### src/rtl/vram_fill_engine.sv
// vram_fill_engine: once per frame, fills VRAM column-major from three scrolled layer ROMs with colour-key compositing.
// Optional build macro VRAM_FILL_CONTINUOUS_EN: free-running back-to-back frames, start ignored.
module vram_fill_engine #(
  parameter int         VRAM_L       = 19200,
  parameter int         LAYER_WIDTH  = 296,
  parameter int         LAYER_HEIGHT = 120,
  parameter int         LAYER_L      = LAYER_WIDTH * LAYER_HEIGHT,
  parameter logic [7:0] KEY          = 8'hE3,
  parameter logic [7:0] BG_COLOR     = 8'hC9,
  localparam int        OFF_W        = $clog2(LAYER_WIDTH),
  localparam int        ROM_W        = $clog2(LAYER_L),
  localparam int        PIX_W        = $clog2(VRAM_L)
) (
  input  logic             clk,
  input  logic             rst,
  input  logic             start,
  input  logic [OFF_W-1:0] offset0,
  input  logic [OFF_W-1:0] offset1,
  input  logic [OFF_W-1:0] offset2,
  output logic [ROM_W-1:0] rom_addr0,
  output logic [ROM_W-1:0] rom_addr1,
  output logic [ROM_W-1:0] rom_addr2,
  input  logic [7:0]       rom_data0,
  input  logic [7:0]       rom_data1,
  input  logic [7:0]       rom_data2,
  output logic             vram_wr_ena,
  output logic [PIX_W-1:0] vram_wr_addr,
  output logic [7:0]       vram_wr_data,
  output logic             busy,
  output logic             frame_done
);

  typedef enum logic [1:0] {IDLE, FILL, DRAIN} state_t;

  state_t           state, next_state;
  logic [PIX_W-1:0] pix_cnt;
  logic             last_pix;
  logic             drain_cnt;
  logic             launch;
  logic [OFF_W-1:0] offs [3];
  logic [ROM_W-1:0] ptr  [3];
  logic             s1_vld;
  logic [PIX_W-1:0] s1_addr;
  logic [7:0]       pixel;

  // Out-of-range offsets scroll to column 0; the multiply runs once per frame at launch.
  function automatic logic [ROM_W-1:0] base_of(input logic [OFF_W-1:0] off);
    if ({1'b0, off} >= (OFF_W+1)'(LAYER_WIDTH)) return '0;
    return ROM_W'(off) * ROM_W'(LAYER_HEIGHT);
  endfunction

`ifdef VRAM_FILL_CONTINUOUS_EN
  logic start_unused;
  assign start_unused = start;
  assign launch       = (state == IDLE);
`else
  assign launch       = (state == IDLE) && start;
`endif

  assign offs[0]   = offset0;
  assign offs[1]   = offset1;
  assign offs[2]   = offset2;
  assign rom_addr0 = ptr[0];
  assign rom_addr1 = ptr[1];
  assign rom_addr2 = ptr[2];
  assign last_pix  = (pix_cnt == PIX_W'(VRAM_L - 1));

  // NOTE: sequential state uses non-blocking assignments so every register samples pre-edge values.
  always_ff @(posedge clk or posedge rst) begin
    if (rst) state <= IDLE;
    else     state <= next_state;
  end

  // NOTE: default assignment first so no path through the case leaves next_state unassigned (no latch).
  always_comb begin
    next_state = state;
    unique case (state)
      IDLE:    if (launch)    next_state = FILL;
      FILL:    if (last_pix)  next_state = DRAIN;
      DRAIN:   if (drain_cnt) next_state = IDLE;
      default:                next_state = IDLE;
    endcase
  end

  always_comb begin
    busy = (state != IDLE);
  end

  // Address generation: pointers load the latched base at launch, then step with wrap (no divider).
  always_ff @(posedge clk or posedge rst) begin
    if (rst) begin
      pix_cnt   <= '0;
      drain_cnt <= 1'b0;
      for (int i = 0; i < 3; i++) ptr[i] <= '0;
    end else begin
      drain_cnt <= (state == DRAIN) ? ~drain_cnt : 1'b0;
      if (launch) begin
        pix_cnt <= '0;
        for (int i = 0; i < 3; i++) ptr[i] <= base_of(offs[i]);
      end else if (state == FILL) begin
        pix_cnt <= last_pix ? '0 : pix_cnt + 1'b1;
        for (int i = 0; i < 3; i++)
          ptr[i] <= (ptr[i] == ROM_W'(LAYER_L - 1)) ? '0 : ptr[i] + 1'b1;
      end
    end
  end

  always_comb begin
    pixel = (rom_data0 != KEY) ? rom_data0 :
            (rom_data1 != KEY) ? rom_data1 :
            (rom_data2 != KEY) ? rom_data2 : BG_COLOR;
  end

  // Stage 1 tracks the pixel whose ROM data arrives this cycle; stage 2 is the VRAM write.
  always_ff @(posedge clk or posedge rst) begin
    if (rst) begin
      s1_vld       <= 1'b0;
      s1_addr      <= '0;
      vram_wr_ena  <= 1'b0;
      vram_wr_addr <= '0;
      vram_wr_data <= '0;
      frame_done   <= 1'b0;
    end else begin
      s1_vld       <= (state == FILL);
      s1_addr      <= pix_cnt;
      vram_wr_ena  <= s1_vld;
      vram_wr_addr <= s1_addr;
      frame_done   <= s1_vld && (s1_addr == PIX_W'(VRAM_L - 1));
      if (s1_vld) vram_wr_data <= pixel;
    end
  end

endmodule

### config.mk
export PLATFORM = sky130hd
export DESIGN_NAME = vram_fill_engine
export DESIGN_NICKNAME = d
export VERILOG_FILES = /design/src/rtl/vram_fill_engine.sv
export SDC_FILE = /design/constraint.sdc
export NUM_CORES = 1
export LEC_CHECK = 0
export ABC_AREA = 1
export BUFFER_PORTS_ARGS = -buffer_cell sky130_fd_sc_hd__buf_2
export CAP_MARGIN = 20
export CORE_ASPECT_RATIO = 0.5
export CORE_UTILIZATION = 35
export DETAILED_ROUTE_END_ITERATION = 7
export GPL_TIMING_DRIVEN = 1
export PLACE_DENSITY = 0.49
export SYNTH_ARGS = -nofsm -noshare
export SYNTH_HDL_FRONTEND = slang
export SYNTH_SLANG_ARGS = --single-unit
### constraint.sdc
create_clock -name clk -period 3.8 [get_ports clk]
set_clock_uncertainty 0.1 [all_clocks]
set_input_delay 0.19 -clock clk [delete_from_list [all_inputs] [get_ports clk]]
set_output_delay 0.19 -clock clk [all_outputs]
set_load 0.005 [all_outputs]
# Word level (Yosys, flattened, before mapping)
# Cells that the tools add are included.
[word_totals]
register_bits = 107
in_bits = 54
out_inout_bits = 74
wordCells = 70
[op_classes]
reduce_logical = 6
n_bitwise = 1
multipliers = 3
n_addsub = 4
magnitude_cmp = 3
muxes = 28
n_eq_ne = 13
[op_table]
columns = ["operator", "count"]
rows = [
  ["$mux W16", 9],
  ["$mux W48", 2],
  ["$add A16 B1 Y16 const B", 3],
  ["$eq A16 B16 Y1 const B", 3],
  ["$mux W15", 3],
  ["$mul A9 B4 Y13 const B", 3],
  ["$eq A15 B15 Y1 const B", 2],
  ["$ge A9 B9 Y1 const B", 3],
  ["$mux W8", 3],
  ["$ne A8 B8 Y1 const B", 3],
  ["$add A15 B1 Y15 const B", 1],
  ["$mux W1", 7],
  ["$mux W2", 3],
  ["$ne A2 B2 Y1 const B", 3],
  ["$pmux W2 S3", 1],
  ["$reduce_bool A2 Y1", 2],
  ["$reduce_and A3 Y1", 1],
  ["$eq A2 B1 Y1 const B", 1],
  ["$eq A2 B2 Y1 const B", 1],
  ["$logic_and A1 B1 Y1", 2],
  ["$logic_not A2 Y1", 1],
  ["$not A1 Y1", 1],
]

# Longest topological paths before layout
[depth]
word_depth = 5
ltp_mapped = 16
mapped_depth_nobuf = 16

# Least setup slack after synthesis
# OpenSTA, ideal clock, no wires.
[synth_timing]
path_kind = "input -> register"
start = "input port offset1[6]"
end = "register ptr (netlist bit rom_addr1[13])"
cell_stages = 13
setup_time_ns = 0.117
path_buffers = 0
required_time_ns = 3.583
setup_slack_ns = 1.090
arrival_ns = 2.493
cell_sequence = "inv_1 -> fa_1 -> fa_1 -> inv_1 -> ha_1 -> a21oi_1 -> nor2_1 -> nor2_1 -> nand3b_1 -> nand3_1 -> nand2_1 -> nand2_1 -> nand2_1"
[synth_between]
elab_chain_cells = 5
word_cells_on_any_way = 6
classes_between = "1 x mul; 1 x order compare; 4 x mux"
[synth_rtl]
columns = ["item", "line_no", "rtl"]
rows = [
  ["from (decl)", "18", "input logic [OFF_W-1:0] offset1,"],
  ["branches (longest 3 deep; another with $mul A9 B4 Y13)", "--", ""],
  ["$mux W16 *", "49", "return ROM_W'(off) * ROM_W'(LAYER_HEIGHT);"],
  ["$mux W48 *", "97", "if (launch) begin"],
  ["to (signal, indexed assignment)", "103", "ptr[i] <= (ptr[i] == ROM_W'(LAYER_L - 1)) ? '0 : ptr[i] + 1'b1;"],
  ["to (decl)", "41", "logic [ROM_W-1:0] ptr [3];"],
]
# Every way passes the cells marked *. The select of a mux whose other input is x is not followed.
# A chain may end at the register's enable or synchronous reset.

# Worst setup path in the final report
[layout_timing]
start = "input port offset2[6]"
end = "register ptr (netlist bit rom_addr2[15])"
[layout_between]
elab_chain_cells = 5
word_cells_on_any_way = 6
classes_between = "1 x mul; 1 x order compare; 4 x mux"
[layout_rtl]
columns = ["item", "line_no", "rtl"]
rows = [
  ["from (decl)", "19", "input logic [OFF_W-1:0] offset2,"],
  ["branches (longest 3 deep; another with $mul A9 B4 Y13)", "--", ""],
  ["$mux W16 *", "49", ""],
  ["$mux W48 *", "97", ""],
]
# Marks and branches as above.

==> impl_results.md <==
- Status: complete, no violations
- Routed vias: 7988
- Chip width: 228 um
- Fin. max-slew vios: 0
- Fmax: 360 MHz
- Diode count: 0
- Largest net degree at the start of global routing: 78
- Post-synthesis area per instance: 7.31 um^2
- Worst Hold End: vram_wr_data[5]
- Setup_tns: 0 ps
- Initial antenna violation count: 0
- Critical Path, Cell by Cell: buf_2, inv_1, fa_1, fa_1, inv_1, ha_1, a21oi_1, nand2_1, nand2_1, nand3_1, nand2_1, nand3_1, nand2_1, nand2_1, nand2_1
- Worst vdd ir: 180 uV
- Worst Path Required: 4000 ps
- Area of the die: 26300 um^2
- Critical Path Source Type: input pin
- Gr usage total: 18.5%
- Syn Std Cell Area: 8970 um^2
- Cts bufs inserted: 9
- Sequential cell area fraction in the yosys report: 29.8%
- Vias in the first global route: 7874
- Max Cap Violations: 0
- Worst hold path class: in -> reg
- GRT overflow: 0
- IO Pins: 128
- FF-to-FF path depth: 6
- Setup Buffers After CTS: 0
- Layout cell share with drive strength beyond 1: 12.4%
- FF-to-FF End: rom_addr2[10]
- Most frequent cell on the critical path: nand2_1
- Drt total wl: 23.3 mm
- Bufs on Longest Clock Path: 2
- Crit Path Max Fanout: 8
- Global-route wire length before repair: 39.4 mm
- Critical path data arrival time: 2980 ps
- Final setup fails: 0
- Slew @ Worst Pin: 1040 ps
- Synth Instances: 1228
- Clk pin slew, worst setup/hold paths: 80 ps
- Vias per inst: 4.69
- CTS tree: yes
- Die Ht: 115 um
- Core ar.: 24600 um^2
- Power Total: 3.20 mW
- Leak: 5.51 nW
- R2R setup slack: 1630 ps
- Count of different cell masters after synthesis: 35
- Skew-Pair Late Insertion Delay: 360 ps
- PortBufs: 127
- Detailed Place HPWL: 18.2 mm
- PwrDens: 308 nW/um^2
- Reg2Reg Launch Point: state[1]
- Syn_nets: 1402
- Critical path's slowest cell: fa_1
- DRC: 0
- Fin. Hold Viols: 0
- Worst slew margin: 30.2%
- Final Core Density: 42.3%
- Setup repair after global routing missed its margin: false
- Hold wc startpoint: rom_data1[5]
- CP Capture Type: register
- #FFs+latches synth: 107
- Cell Rows: 40
- Avg WL per Cell: 13.7 um
- Yosys synthesis warning count: 0
- Nets: 1535
- H-tree depth: 3
- Initial core utilization: 36.5%
- Drt first pass iters: 5
- Post-route ant nets: 0
- Drt initial violations: 429
- Setup CP Type: in -> reg
- Root buffer cell: clkbuf_16
- Final GP Congestion: 0.921
- Tmin final: 2780 ps
- Sink Count: 107
- Fin crit share: 73.2%
- CP peak stage delay: 530 ps
- WHS Path Cells: 3
- Area Overhead vs Synth: 15.7%
==> power by group <==
part	internal, mW	switching [mW]	total (mW)
Sequential	1.14	0.00215	1.14
Clock	0.537	0.486	1.02
Combinational	0.398	0.631	1.03
Total	2.08	1.12	3.20
==> layout make-up <==
cell class / count / area, um^2
Clock inverter: 7 / 97.6
Tap cell: 336 / 420
Sequential cell: 107 / 2680
Timing Repair Buffer: 138 / 753
Fill cell: 2575 / 14200
Clock buffer: 9 / 225
Multi-Input combinational cell: 905 / 5460
Inverter: 200 / 753
==> cell families (layout without fill, tap and decap cells) <==
| group | Yosys count | in the layout | share of synthesized area [%] |
|---|---|---|---|
| AO/OA/AOI/OAI | 109 | 109 | 6.83 |
| buffers and inverters | 216 | 354 | 9.33 |
| flip-flops | 107 | 107 | 29.8 |
| AND/OR/NAND/NOR | 647 | 647 | 30.7 |
| adder cells (fa/ha/maj) | 120 | 120 | 20.5 |
| XOR/XNOR | 29 | 29 | 2.83 |
==> sequential cells by signal, summed over array words and instances, names as in the netlist <==
name and count:
vram_wr_data 8, pix_cnt 15, rom_addr2 16, vram_wr_addr 15, s1_addr 15, rom_addr1 16, s1_vld 1, vram_wr_ena 1
drain_cnt 1, state 2, rom_addr0 16, frame_done 1
==> worst max path at each step <==
stage / from / slack, ps / end
after global routing: offset0[6] / 740 / rom_addr0[15]
after detailed placement: offset2[6] / 670 / rom_addr2[15]
after global placement: offset2[6] / 660 / rom_addr2[15]
final: offset2[6] / 1020 / rom_addr2[15]
after floorplan: rst / 690 / drain_cnt
after CTS: offset2[6] / 1020 / rom_addr2[15]
==> per-layer routing <==
layer  vias to the layer above  global-route usage [%]  wire [um]
met3                        28                    2.83        835
met5                         -                       0          0
met2                       152                    31.0      10600
met4                         0                    4.97        390
met1                      3681                    25.1      11500
li1                       4127                       -          -
==> timing repair <==
item                       4_1_cts  5_1_grt
setup endpoints to repair        0        0
gates resized for setup          0        0
hold endpoints to repair         5       15
hold buffers                     5        1
==> Yosys cell counts <==
master     instances  area (um^2)
a21boi_0           2         15.0
a21oi_1           35          175
a22oi_1            1         7.51
a2bb2oi_1          4         35.0
a32o_1             1         10.0
buf_2              9         45.0
buf_4              2         15.0
buf_6              1         11.3
clkbuf_1           4         15.0
dfrtp_1          107         2680
fa_1              45          901
ha_1              75          938
inv_1            194          728
inv_2              6         22.5
nand2_1          370         1390
nand3_1           88          440
nand3_2            1         10.0
nand3b_1          11         82.6
nand4_1           36          225
nor2_1           115          432
nor2_2             2         12.5
nor2_4             3         33.8
nor3_1            12         60.1
nor3_2             2         20.0
nor4b_1            2         17.5
o211ai_1           2         15.0
o21ai_0           33          165
o21ai_1           17         85.1
o21bai_1           6         45.0
o22ai_1            4         25.0
o22ai_2            1         12.5
o31ai_1            3         22.5
or2_2              5         31.3
xnor2_1           10         87.6
xor2_1            19          166
==> metrics by stage <==
stage                     setup slack, ps  area [um^2]  std cells  hold slack (ps)
final                                1020        10400       1702             25.8
after global routing                  741        10400       1702             28.9
after CTS                            1020        10300       1700             2.30
after detailed placement              667         9980       1679              261
after global placement                664         9980       1679              259
after floorplan                       693         8970       1228              231
==> worst max-delay path: cells and delay by family <==
family	cells	cell delay, ps
AND/OR/NAND/NOR	8	660
AO/OA/AOI/OAI	1	320
buffers and inverters	3	420
adder cells (fa/ha/maj)	3	1400
==> layout by cell type (no fill, tap or decap), types with 3 or more instances in the layout <==
cell type / Yosys / layout
fa_1: 45 / 45
ha_1: 75 / 75
clkbuf_16: 0 / 9
inv_1: 194 / 193
inv_8: 0 / 3
nand2_1: 370 / 370
dlygate4sd3_1: 0 / 6
xor2_1: 19 / 19
o21ai_1: 17 / 17
inv_2: 6 / 6
o21bai_1: 6 / 6
a2bb2oi_1: 4 / 4
nand4_1: 36 / 36
dfrtp_1: 107 / 107
nand3b_1: 11 / 11
a21oi_1: 35 / 35
o31ai_1: 3 / 3
nor2_4: 3 / 3
xnor2_1: 10 / 10
o22ai_1: 4 / 4
or2_2: 5 / 5
nor3_1: 12 / 12
nor2_1: 115 / 115
o21ai_0: 33 / 33
buf_2: 9 / 127
buf_4: 2 / 4
nand3_1: 88 / 88
(Power assumes the default switching activity.)
